[src/rtl/load_pkg.sv]
// load_pkg: shared definitions for the load unit.
// Holds the instruction field layout, completion status codes, the line-size
// helper and the controller state enum.
package load_pkg;

  // Instruction field layout (bit offsets and widths)
  localparam int OPC_LSB       = 0;
  localparam int OPC_W         = 6;
  localparam int BUF_ID_LSB    = 16;
  localparam int BUF_ID_W      = 16;
  localparam int BUF_START_LSB = 32;
  localparam int BUF_START_W   = 16;
  localparam int LINE_CNT_LSB  = 48;
  localparam int LINE_CNT_W    = 16;
  localparam int DRAM_LINE_LSB = 64;
  localparam int DRAM_LINE_W   = 32;

  localparam int BEAT_CNT_W = 16;

  // Completion status codes
  localparam logic [1:0] ST_OK          = 2'd0;
  localparam logic [1:0] ST_BAD_BUF     = 2'd1;
  localparam logic [1:0] ST_EARLY_TLAST = 2'd2;
  localparam logic [1:0] ST_NO_TLAST    = 2'd3;

  // Bytes per stream/buffer word for a given data width
  function automatic int line_bytes(input int data_w);
    return data_w / 8;
  endfunction

  localparam int LINE_BYTES = 512 / 8;

  typedef enum logic [2:0] {
    S_IDLE,
    S_ISSUE,
    S_RECV,
    S_WAIT_RD,
    S_DONE
  } load_state_e;

endpackage

[src/rtl/load_addr_gen.sv]
// load_addr_gen: beat counter and buffer address generator for the load unit.
// Ports:
//   kernel_clk, kernel_rst  clock / async active-high reset
//   clear                   restart the beat count (new instruction accepted)
//   beat                    one stream beat accepted this cycle
//   buf_start, line_cnt     latched instruction fields
//   tlast                   stream tlast of the current beat
//   wr_addr                 buffer word address for the current beat (wraps)
//   last_beat               current beat is beat number line_cnt
//   early_tlast             tlast seen before the final beat
module load_addr_gen
  import load_pkg::*;
#(
  parameter int BUF_AW = 11
) (
  input  logic                  kernel_clk,
  input  logic                  kernel_rst,
  input  logic                  clear,
  input  logic                  beat,
  input  logic [BUF_START_W-1:0] buf_start,
  input  logic [BEAT_CNT_W-1:0] line_cnt,
  input  logic                  tlast,
  output logic [BUF_AW-1:0]     wr_addr,
  output logic                  last_beat,
  output logic                  early_tlast
);

  logic [BEAT_CNT_W-1:0] beat_idx;

  always_ff @(posedge kernel_clk or posedge kernel_rst) begin
    if (kernel_rst) begin
      beat_idx <= '0;
    end else if (clear) begin
      beat_idx <= '0;
    end else if (beat) begin
      beat_idx <= beat_idx + BEAT_CNT_W'(1);
    end
  end

  // Buffer address wraps modulo 2^BUF_AW without any flag
  assign wr_addr     = BUF_AW'(buf_start) + BUF_AW'(beat_idx);
  assign last_beat   = (beat_idx + BEAT_CNT_W'(1)) == line_cnt;
  assign early_tlast = tlast && !last_beat;

endmodule

[src/rtl/load_unit_mc.sv]
// load_unit_mc: moves line_cnt lines from DRAM (via an AXI read master and an
// AXI-stream) into one of NUM_BUF on-chip buffers.
// Ports:
//   kernel_clk, kernel_rst        clock / async active-high reset
//   ap_start, ctrl_instruction,
//   ctrl_addr_offset              instruction handshake and DRAM base
//   busy, ap_done, status         progress and completion report
//   dram_xfer_start_addr/size,
//   read_start, read_done         AXI read master control
//   data_tvalid/tready/tlast/tdata incoming line stream
//   buf_wr_valid/addr/data        one-hot buffer write port
//
// state     | meaning
// S_IDLE    | waiting for ap_start
// S_ISSUE   | pulse read_start to the read master
// S_RECV    | accept stream beats and write them to the buffer
// S_WAIT_RD | wait for the read master to report completion
// S_DONE    | one-cycle ap_done with status
module load_unit_mc
  import load_pkg::*;
#(
  parameter int NUM_BUF = 4,
  parameter int DATA_W  = 512,
  parameter int ADDR_W  = 64,
  parameter int XFER_W  = 32,
  parameter int BUF_AW  = 11,
  parameter int INST_W  = 96
) (
  input  logic                kernel_clk,
  input  logic                kernel_rst,
  input  logic                ap_start,
  input  logic [ADDR_W-1:0]   ctrl_addr_offset,
  input  logic [INST_W-1:0]   ctrl_instruction,
  output logic                busy,
  output logic                ap_done,
  output logic [1:0]          status,
  output logic [ADDR_W-1:0]   dram_xfer_start_addr,
  output logic [XFER_W-1:0]   dram_xfer_size_in_bytes,
  output logic                read_start,
  input  logic                read_done,
  input  logic                data_tvalid,
  output logic                data_tready,
  input  logic                data_tlast,
  input  logic [DATA_W-1:0]   data_tdata,
  output logic [NUM_BUF-1:0]  buf_wr_valid,
  output logic [BUF_AW-1:0]   buf_wr_addr,
  output logic [DATA_W-1:0]   buf_wr_data
);

  localparam int                 LB       = line_bytes(DATA_W);
  localparam logic [ADDR_W-1:0]  LB_ADDR  = ADDR_W'(LB);
  localparam logic [XFER_W-1:0]  LB_XFER  = XFER_W'(LB);
  localparam logic [BUF_ID_W-1:0] NUM_BUF_L = BUF_ID_W'(NUM_BUF);

  load_state_e state, state_nxt;

  logic [BUF_ID_W-1:0]    in_buf_id, buf_id_q;
  logic [BUF_START_W-1:0] in_buf_start, buf_start_q;
  logic [LINE_CNT_W-1:0]  in_line_cnt, line_cnt_q;
  logic [DRAM_LINE_W-1:0] in_dram_line;
  logic                   rd_seen;
  logic [1:0]             status_q;
  logic                   accept, beat, bad_buf;
  logic                   last_beat, early_tlast;
  logic [BUF_AW-1:0]      wr_addr;
  logic                   unused_fields;

  assign in_buf_id    = ctrl_instruction[BUF_ID_LSB    +: BUF_ID_W];
  assign in_buf_start = ctrl_instruction[BUF_START_LSB +: BUF_START_W];
  assign in_line_cnt  = ctrl_instruction[LINE_CNT_LSB  +: LINE_CNT_W];
  assign in_dram_line = ctrl_instruction[DRAM_LINE_LSB +: DRAM_LINE_W];
  // opcode and reserved bits carry no meaning for this unit
  assign unused_fields = ^ctrl_instruction[BUF_ID_LSB-1:OPC_LSB];

  assign accept  = (state == S_IDLE) && ap_start;
  assign bad_buf = in_buf_id >= NUM_BUF_L;
  assign beat    = data_tvalid && data_tready;

  load_addr_gen #(
    .BUF_AW (BUF_AW)
  ) u_addr_gen (
    .kernel_clk  (kernel_clk),
    .kernel_rst  (kernel_rst),
    .clear       (accept),
    .beat        (beat),
    .buf_start   (buf_start_q),
    .line_cnt    (line_cnt_q),
    .tlast       (data_tlast),
    .wr_addr     (wr_addr),
    .last_beat   (last_beat),
    .early_tlast (early_tlast)
  );

  always_ff @(posedge kernel_clk or posedge kernel_rst) begin
    if (kernel_rst) begin
      state <= S_IDLE;
    end else begin
      state <= state_nxt;
    end
  end

  always_comb begin
    state_nxt   = state;
    busy        = 1'b0;
    ap_done     = 1'b0;
    read_start  = 1'b0;
    data_tready = 1'b0;
    case (state)
      S_IDLE: begin
        if (ap_start) begin
          state_nxt = (bad_buf || in_line_cnt == '0) ? S_DONE : S_ISSUE;
        end
      end
      S_ISSUE: begin
        busy       = 1'b1;
        read_start = 1'b1;
        state_nxt  = S_RECV;
      end
      S_RECV: begin
        busy        = 1'b1;
        data_tready = 1'b1;
        if (beat && (last_beat || data_tlast)) begin
          state_nxt = S_WAIT_RD;
        end
      end
      S_WAIT_RD: begin
        busy = 1'b1;
        if (read_done || rd_seen) begin
          state_nxt = S_DONE;
        end
      end
      S_DONE: begin
        ap_done   = 1'b1;
        state_nxt = S_IDLE;
      end
      default: state_nxt = S_IDLE;
    endcase
  end

  assign status = ap_done ? status_q : 2'd0;

  always_ff @(posedge kernel_clk or posedge kernel_rst) begin
    if (kernel_rst) begin
      buf_id_q                <= '0;
      buf_start_q             <= '0;
      line_cnt_q              <= '0;
      rd_seen                 <= 1'b0;
      status_q                <= ST_OK;
      dram_xfer_start_addr    <= '0;
      dram_xfer_size_in_bytes <= '0;
      buf_wr_valid            <= '0;
      buf_wr_addr             <= '0;
      buf_wr_data             <= '0;
    end else begin
      buf_wr_valid <= '0;
      if (accept) begin
        buf_id_q                <= in_buf_id;
        buf_start_q             <= in_buf_start;
        line_cnt_q              <= in_line_cnt;
        rd_seen                 <= 1'b0;
        status_q                <= bad_buf ? ST_BAD_BUF : ST_OK;
        dram_xfer_start_addr    <= ctrl_addr_offset + ADDR_W'(in_dram_line) * LB_ADDR;
        dram_xfer_size_in_bytes <= XFER_W'(in_line_cnt) * LB_XFER;
      end else if (busy && read_done) begin
        // read master may finish before the last beat is consumed
        rd_seen <= 1'b1;
      end
      if (beat) begin
        buf_wr_valid <= NUM_BUF'(1) << buf_id_q;
        buf_wr_addr  <= wr_addr;
        buf_wr_data  <= data_tdata;
        if (last_beat && !data_tlast) begin
          status_q <= ST_NO_TLAST;
        end else if (early_tlast) begin
          status_q <= ST_EARLY_TLAST;
        end
      end
    end
  end

endmodule

[config.mk]
export PLATFORM = sky130hd
export DESIGN_NAME = load_unit_mc
export DESIGN_NICKNAME = d
export VERILOG_FILES = /design/src/rtl/load_pkg.sv /design/src/rtl/load_addr_gen.sv /design/src/rtl/load_unit_mc.sv
export SDC_FILE = /design/constraint.sdc
export NUM_CORES = 2
export LEC_CHECK = 0
export ABC_AREA = 1
export BUFFER_PORTS_ARGS = -buffer_cell sky130_fd_sc_hd__buf_2
export CAP_MARGIN = 20
export CORE_AREA = 2 2 503 505
export CTS_CLUSTER_SIZE = 24
export DETAILED_ROUTE_END_ITERATION = 10
export DIE_AREA = 0 0 505 507
export GPL_TIMING_DRIVEN = 0
export PLACE_DENSITY_LB_ADDON = 0.2
export SETUP_SLACK_MARGIN = 0.4
export SYNTH_ARGS = -nofsm -noshare
export SYNTH_HDL_FRONTEND = slang
export SYNTH_SLANG_ARGS = --single-unit
[constraint.sdc]
create_clock -name kernel_clk -period 25 [get_ports kernel_clk]
set_input_delay 5 -clock kernel_clk [delete_from_list [all_inputs] [get_ports kernel_clk]]
set_output_delay 5 -clock kernel_clk [all_outputs]
set_load 0.05 [all_outputs]
* Word-level counts from Yosys, hierarchy flattened *
Cells that the tools add are included.

word-level totals
  flip-flop bits (word level) = 656
  logic and storage cells = 61
  input bits = 678
  output and inout port bits = 629

cells by class
  mux-type cells = 20
  $lt $le $gt $ge = 1
  reduce and logical (&&, ||, !) cells = 17
  $add $sub $neg = 3
  shifts and indexed selects = 1
  equal/unequal tests = 8

operators by type and width
  kind                                                                    count
  64-bit by 38-bit adder with 64-bit output                               1
  16-bit 2-to-1 mux                                                       2
  16-bit by 1-bit adder with 16-bit output, second input constant         1
  16-bit equality test                                                    1
  16-bit by 3-bit >= comparator with 1-bit output, second input constant  1
  16-bit logical NOT                                                      1
  1-bit by 16-bit << shifter with 4-bit output, first input constant      1
  3-bit 2-to-1 mux                                                        4
  3-bit case mux with 4 select lines                                      1
  11-bit adder                                                            1
  2-bit 2-to-1 mux                                                        5
  1-bit 2-to-1 mux                                                        7
  3-bit by 2-bit equality test with 1-bit output, second input constant   2
  1-bit logical AND                                                       6
  2-bit != test, second input constant                                    3
  4-bit 2-to-1 mux                                                        1
  2-bit nonzero test                                                      2
  3-bit by 1-bit equality test with 1-bit output, second input constant   1
  3-bit equality test, second input constant                              1
  3-bit logical NOT                                                       1
  1-bit logical OR                                                        3
  3-bit AND reduction                                                     1
  3-bit OR reduction                                                      1
  1-bit logical NOT                                                       2

* Logic depth before layout (Yosys ltp) *
  word-level depth = 7
  gate-level depth with buffers = 17
  depth with buffers taken out = 17

* Hierarchy *
Synthesis repeated with hierarchy kept, for this count alone.

second synthesis, totals
  cells, all modules = 3875
  area, all modules = 30012.5 um^2

by module, submodules not included
  module         times used  area each (um^2)  sequential area each (um^2)  cells each
  load_unit_mc   1           28224.6           16140.5                      3587
  load_addr_gen  1           1788.0            400.4                        288

* Worst setup path before layout *
No wires, ideal clock.

  path type = in2reg
  start = input ctrl_addr_offset[6]
  end = register dram_xfer_start_addr[44]
  slack = 18244 ps
  required time = 24882 ps
  library setup time = 118 ps
  path buffers = 0
  arrival time = 6638 ps
  cell stages on the path = 10
  cell sequence = ha_1 fa_1 nand3_1 nand2_2 a21oi_1 nand3b_1 nand3_1 or2_2 nand3_1 nand2_1

between the ends
  longest elaborated chain between the ends = 1

ends and longest elaborated chain
  element                                    line                 RTL
  start, declared                            load_unit_mc.sv:32   input logic [ADDR_W-1:0] ctrl_addr_offset,
  64-bit by 38-bit adder with 64-bit output  load_unit_mc.sv:162  dram_xfer_start_addr <= ctrl_addr_offset + ADDR_W'(in_dram_line) * LB_ADDR;
  end signal, assigned                       load_unit_mc.sv:162
  end, declared                              load_unit_mc.sv:37   output logic [ADDR_W-1:0] dram_xfer_start_addr,

Every way passes these cells.
A chain may end at the register's enable or synchronous reset.

* Worst setup path in the final report *
  start = input ctrl_addr_offset[6]
  end = register dram_xfer_start_addr[36]

Same word-level chain as after synthesis.

==> flow_summary.yaml <==
power_and_ir_drop:
  power.leakage_nw: 23.1
  powerDensity_nw_per_um2: 154
  ir_drop_mv: 0.0815
yosys:
  avgSynthCellArea_um2: 8.02
  synthSimpleGateAreaFrac_pct: 31.8
  synth.distinct_cells: 41
  synth_area_um2: 29000
  yosysSeqAreaShare_pct: 56.7
  synth-xor-area-share_pct: 1.12
  synth-compound-area-share_pct: 3.88
  synth_top_family_by_area: "simple AND/OR/NAND/NOR gates"
  synthDominantCellAreaShare_pct: 56.7
  synth_area_leaders: "dfrtp_1, nand2_1, o21ai_0, inv_1, nand3_1"
  synth_cells: 3611
  synth_fa_ha_area_share_pct: 2.00
  synth_seq_cells: 656
  synth_top_area_cell: "dfrtp_1"
  ys_warn_count: 0
  synthMuxAreaShare_pct: 0
drt:
  routed-via-count: 30200
  drt-initial-drc-count: 2127
  dr.pass1.iters: 8
  vias_per_cell: 3.57
  drc: 0
  antenna_left: 0
  wl_um: 195000
  post_drt_wl_per_cell_um: 23.1
timing:
  whs_ns: 0.462
  tightest_slew_ns: 0.968
  slew_viol_final: 0
  finalClockSkew_ns: 0.0450
  finalSetupViolations: 0
  rsz0062_at_grt: "no"
  fmax_mhz: 142
  fin_crit_ns: 7.03
  setup_ws_ns: 17.97
  hold_viol_final: 0
  slew_headroom_pct: 35.4
  setup_tns_ns: 0
  fin_crit_sh_pct: 28.1
worst_hold_path:
  worstHoldEndpoint: "buf_wr_data[308]"
  min_path_type: "reg2reg"
  hold_depth: 2
  min-delay-start: "buf_wr_data[308]"
place:
  gp_congestion: 1.03
  place_ws_ns: 16.90
  portBuffers: 1269
  dp_hpwl_um: 164000
cts:
  cts_max_path_buffers: 3
  path_clk_slew_ns: 0.06
  cts-resized-gates: 0
  cts-root-buf: "clkbuf_16"
  cts_hold_buf: 0
  cts_made_buffers: 93
  cts_max_level: 3
  cts.sinks: 656
  cts_tree: "yes"
  clock_latency_ns: 0.74
  cts_setup_buffers: 0
grt:
  grt_pass1_wl_um: 261000
  use_met3_pct: 5.07
  use_met1_pct: 17.6
  grt-ovfl-total: 0
  antenna_found_initial: 131
  grt_use_total_pct: 14.7
  grt_max_degree: 114
  grt_util_met2_pct: 24.8
  grt_pass1_vias: 30200
  globalRoute.busiestLayer: "met2"
finish:
  final_cell_mix: "nand2_1, buf_2, dfrtp_1"
  syn2layout_area_growth_pct: 49.1
  multi_input_area_um2: 11300
  layout.nets: 5724
  fillers: 29000
  drive_gt1_share_pct: 30.3
  layout_commonest_cell: "nand2_1"
  seq_area_um2: 16400
die:
  dieArea_um2: 256000
  die_w_um: 505
  core_um2: 250000
  row_count: 184
  start_util_pct: 11.6
  io_pins: 1307
  die_y_um: 507
run:
  maxCapViolCount: 0
setup_path:
  critPathArrivalTime_ns: 7.64
  r2r-start: "state[2]"
  r2r_cells: 8
  cp_max_fo: 4
  cp.required_ns: 25.61
  regToRegSetupSlack_ns: 21.92
  cp-start-kind: "primary input"
  r2r-end: "buf_wr_data[264]"
  worstSetupEndpointType: "flop"
  critical_path_class: "in2reg"
status:
  status: "completed"
[Yosys cell counts]
| library cell | instances |
|---|---|
| nand2_1 | 2012 |
| dfrtp_1 | 656 |
| inv_1 | 153 |
| nor2_1 | 124 |
| o21ai_0 | 116 |
| nand3_1 | 111 |
| clkbuf_1 | 82 |
| a21oi_1 | 63 |
| buf_2 | 58 |
| ha_1 | 43 |
| nand4_1 | 27 |
| nor3_1 | 27 |
| xor2_1 | 19 |
| xnor2_1 | 18 |
| buf_4 | 16 |
| nor4_1 | 12 |
| o22ai_1 | 8 |
| nand3b_1 | 7 |
| or2_2 | 7 |
| nand2_2 | 6 |
| nor2_2 | 5 |
| o21bai_1 | 5 |
| nor2_4 | 4 |
| o31ai_1 | 4 |
| a21o_1 | 3 |
| nand3_2 | 3 |
| o21ai_1 | 3 |
| a21boi_0 | 2 |
| a21oi_2 | 2 |
| buf_1 | 2 |
| fa_1 | 2 |
| o21a_1 | 2 |
| and2_1 | 1 |
| conb_1 | 1 |
| inv_2 | 1 |
| nand2b_1 | 1 |
| nor3_2 | 1 |
| o2111ai_1 | 1 |
| o211ai_1 | 1 |
| o221ai_1 | 1 |
| or2_1 | 1 |
[worst max-delay path by stage]
| stage | start | end |
|---|---|---|
| 2_1_floorplan | kernel_rst | buf_id_q[0] |
| 3_3_place_gp | kernel_rst | buf_wr_data[479] |
| 3_5_place_dp | data_tvalid | buf_wr_data[496] |
| 4_1_cts | data_tvalid | buf_wr_data[496] |
| 5_1_grt | data_tvalid | buf_wr_data[489] |
| 6_report | ctrl_addr_offset[6] | dram_xfer_start_addr[36] |
[sequential cells by signal, indices dropped and copies added (netlist names)]
name                  count
buf_wr_addr              11
line_cnt_q               16
dram_xfer_start_addr     64
buf_wr_data             512
buf_wr_valid              4
status_q                  2
buf_start_q              11
buf_id_q                 16
state                     3
rd_seen                   1
u_addr_gen.beat_idx      16
[cell families (layout without fill, tap and decap cells)]
kind of cell / after synthesis / in the layout
AND/OR/NAND/NOR: 2349 / 2349
flip-flops: 656 / 656
XOR/XNOR: 37 / 37
adder cells (fa/ha/maj): 45 / 45
AO/OA/AOI/OAI: 211 / 211
other: 1 / 49
buffers and inverters: 312 / 1764
[routing by layer]
metal | vias up | wire length [um] | share of wire [%]
li1 | 14100 | - | -
met1 | 14400 | 78900 | 40
met2 | 1351 | 92100 | 47
met3 | 345 | 17700 | 9.1
met4 | 58 | 6090 | 3.1
met5 | - | 366 | 0.19
[layout make-up]
class                   instances  area share, %
repair buffers               1280           15.2
clock inverters                39           1.41
plain buffers                 158           1.69
flip-flops and latches        656           38.0
inverters                     154           1.36
clock buffers                 133           6.24
well taps                    3348           9.70
multi-input cells            2658           26.2
diodes                         33          0.191
[per-stage QoR]
step	cell area, um^2	utilization, %	cells	power [mW]
2_1_floorplan	29000	-	3626	4.07
3_3_place_gp	39600	15.8	8243	5.30
3_5_place_dp	39800	15.9	8254	5.30
4_1_cts	43100	17.2	8426	6.81
5_1_grt	43100	17.2	8435	7.05
6_report	43200	17.2	8459	6.67
[critical path, stage by stage]
cell and delay (ns):
buf_2 0.10, ha_1 0.22, fa_1 0.51, nand3_1 0.13, nand2_2 0.11, a21oi_1 0.42, o21ai_0 0.35, nand2_1 0.14
nand2_1 0.13, nand3_1 0.14, nand3b_1 0.09, nand3_1 0.19, nand2_1 0.07
[power by group]
part,switching (mW),internal [mW],total (mW)
logic,2.74,0.647,3.39
registers,0.289,1.54,1.83
clock network,0.600,0.852,1.45
total,3.63,3.04,6.67
Note: power is estimated with default switching activity, not from simulation.
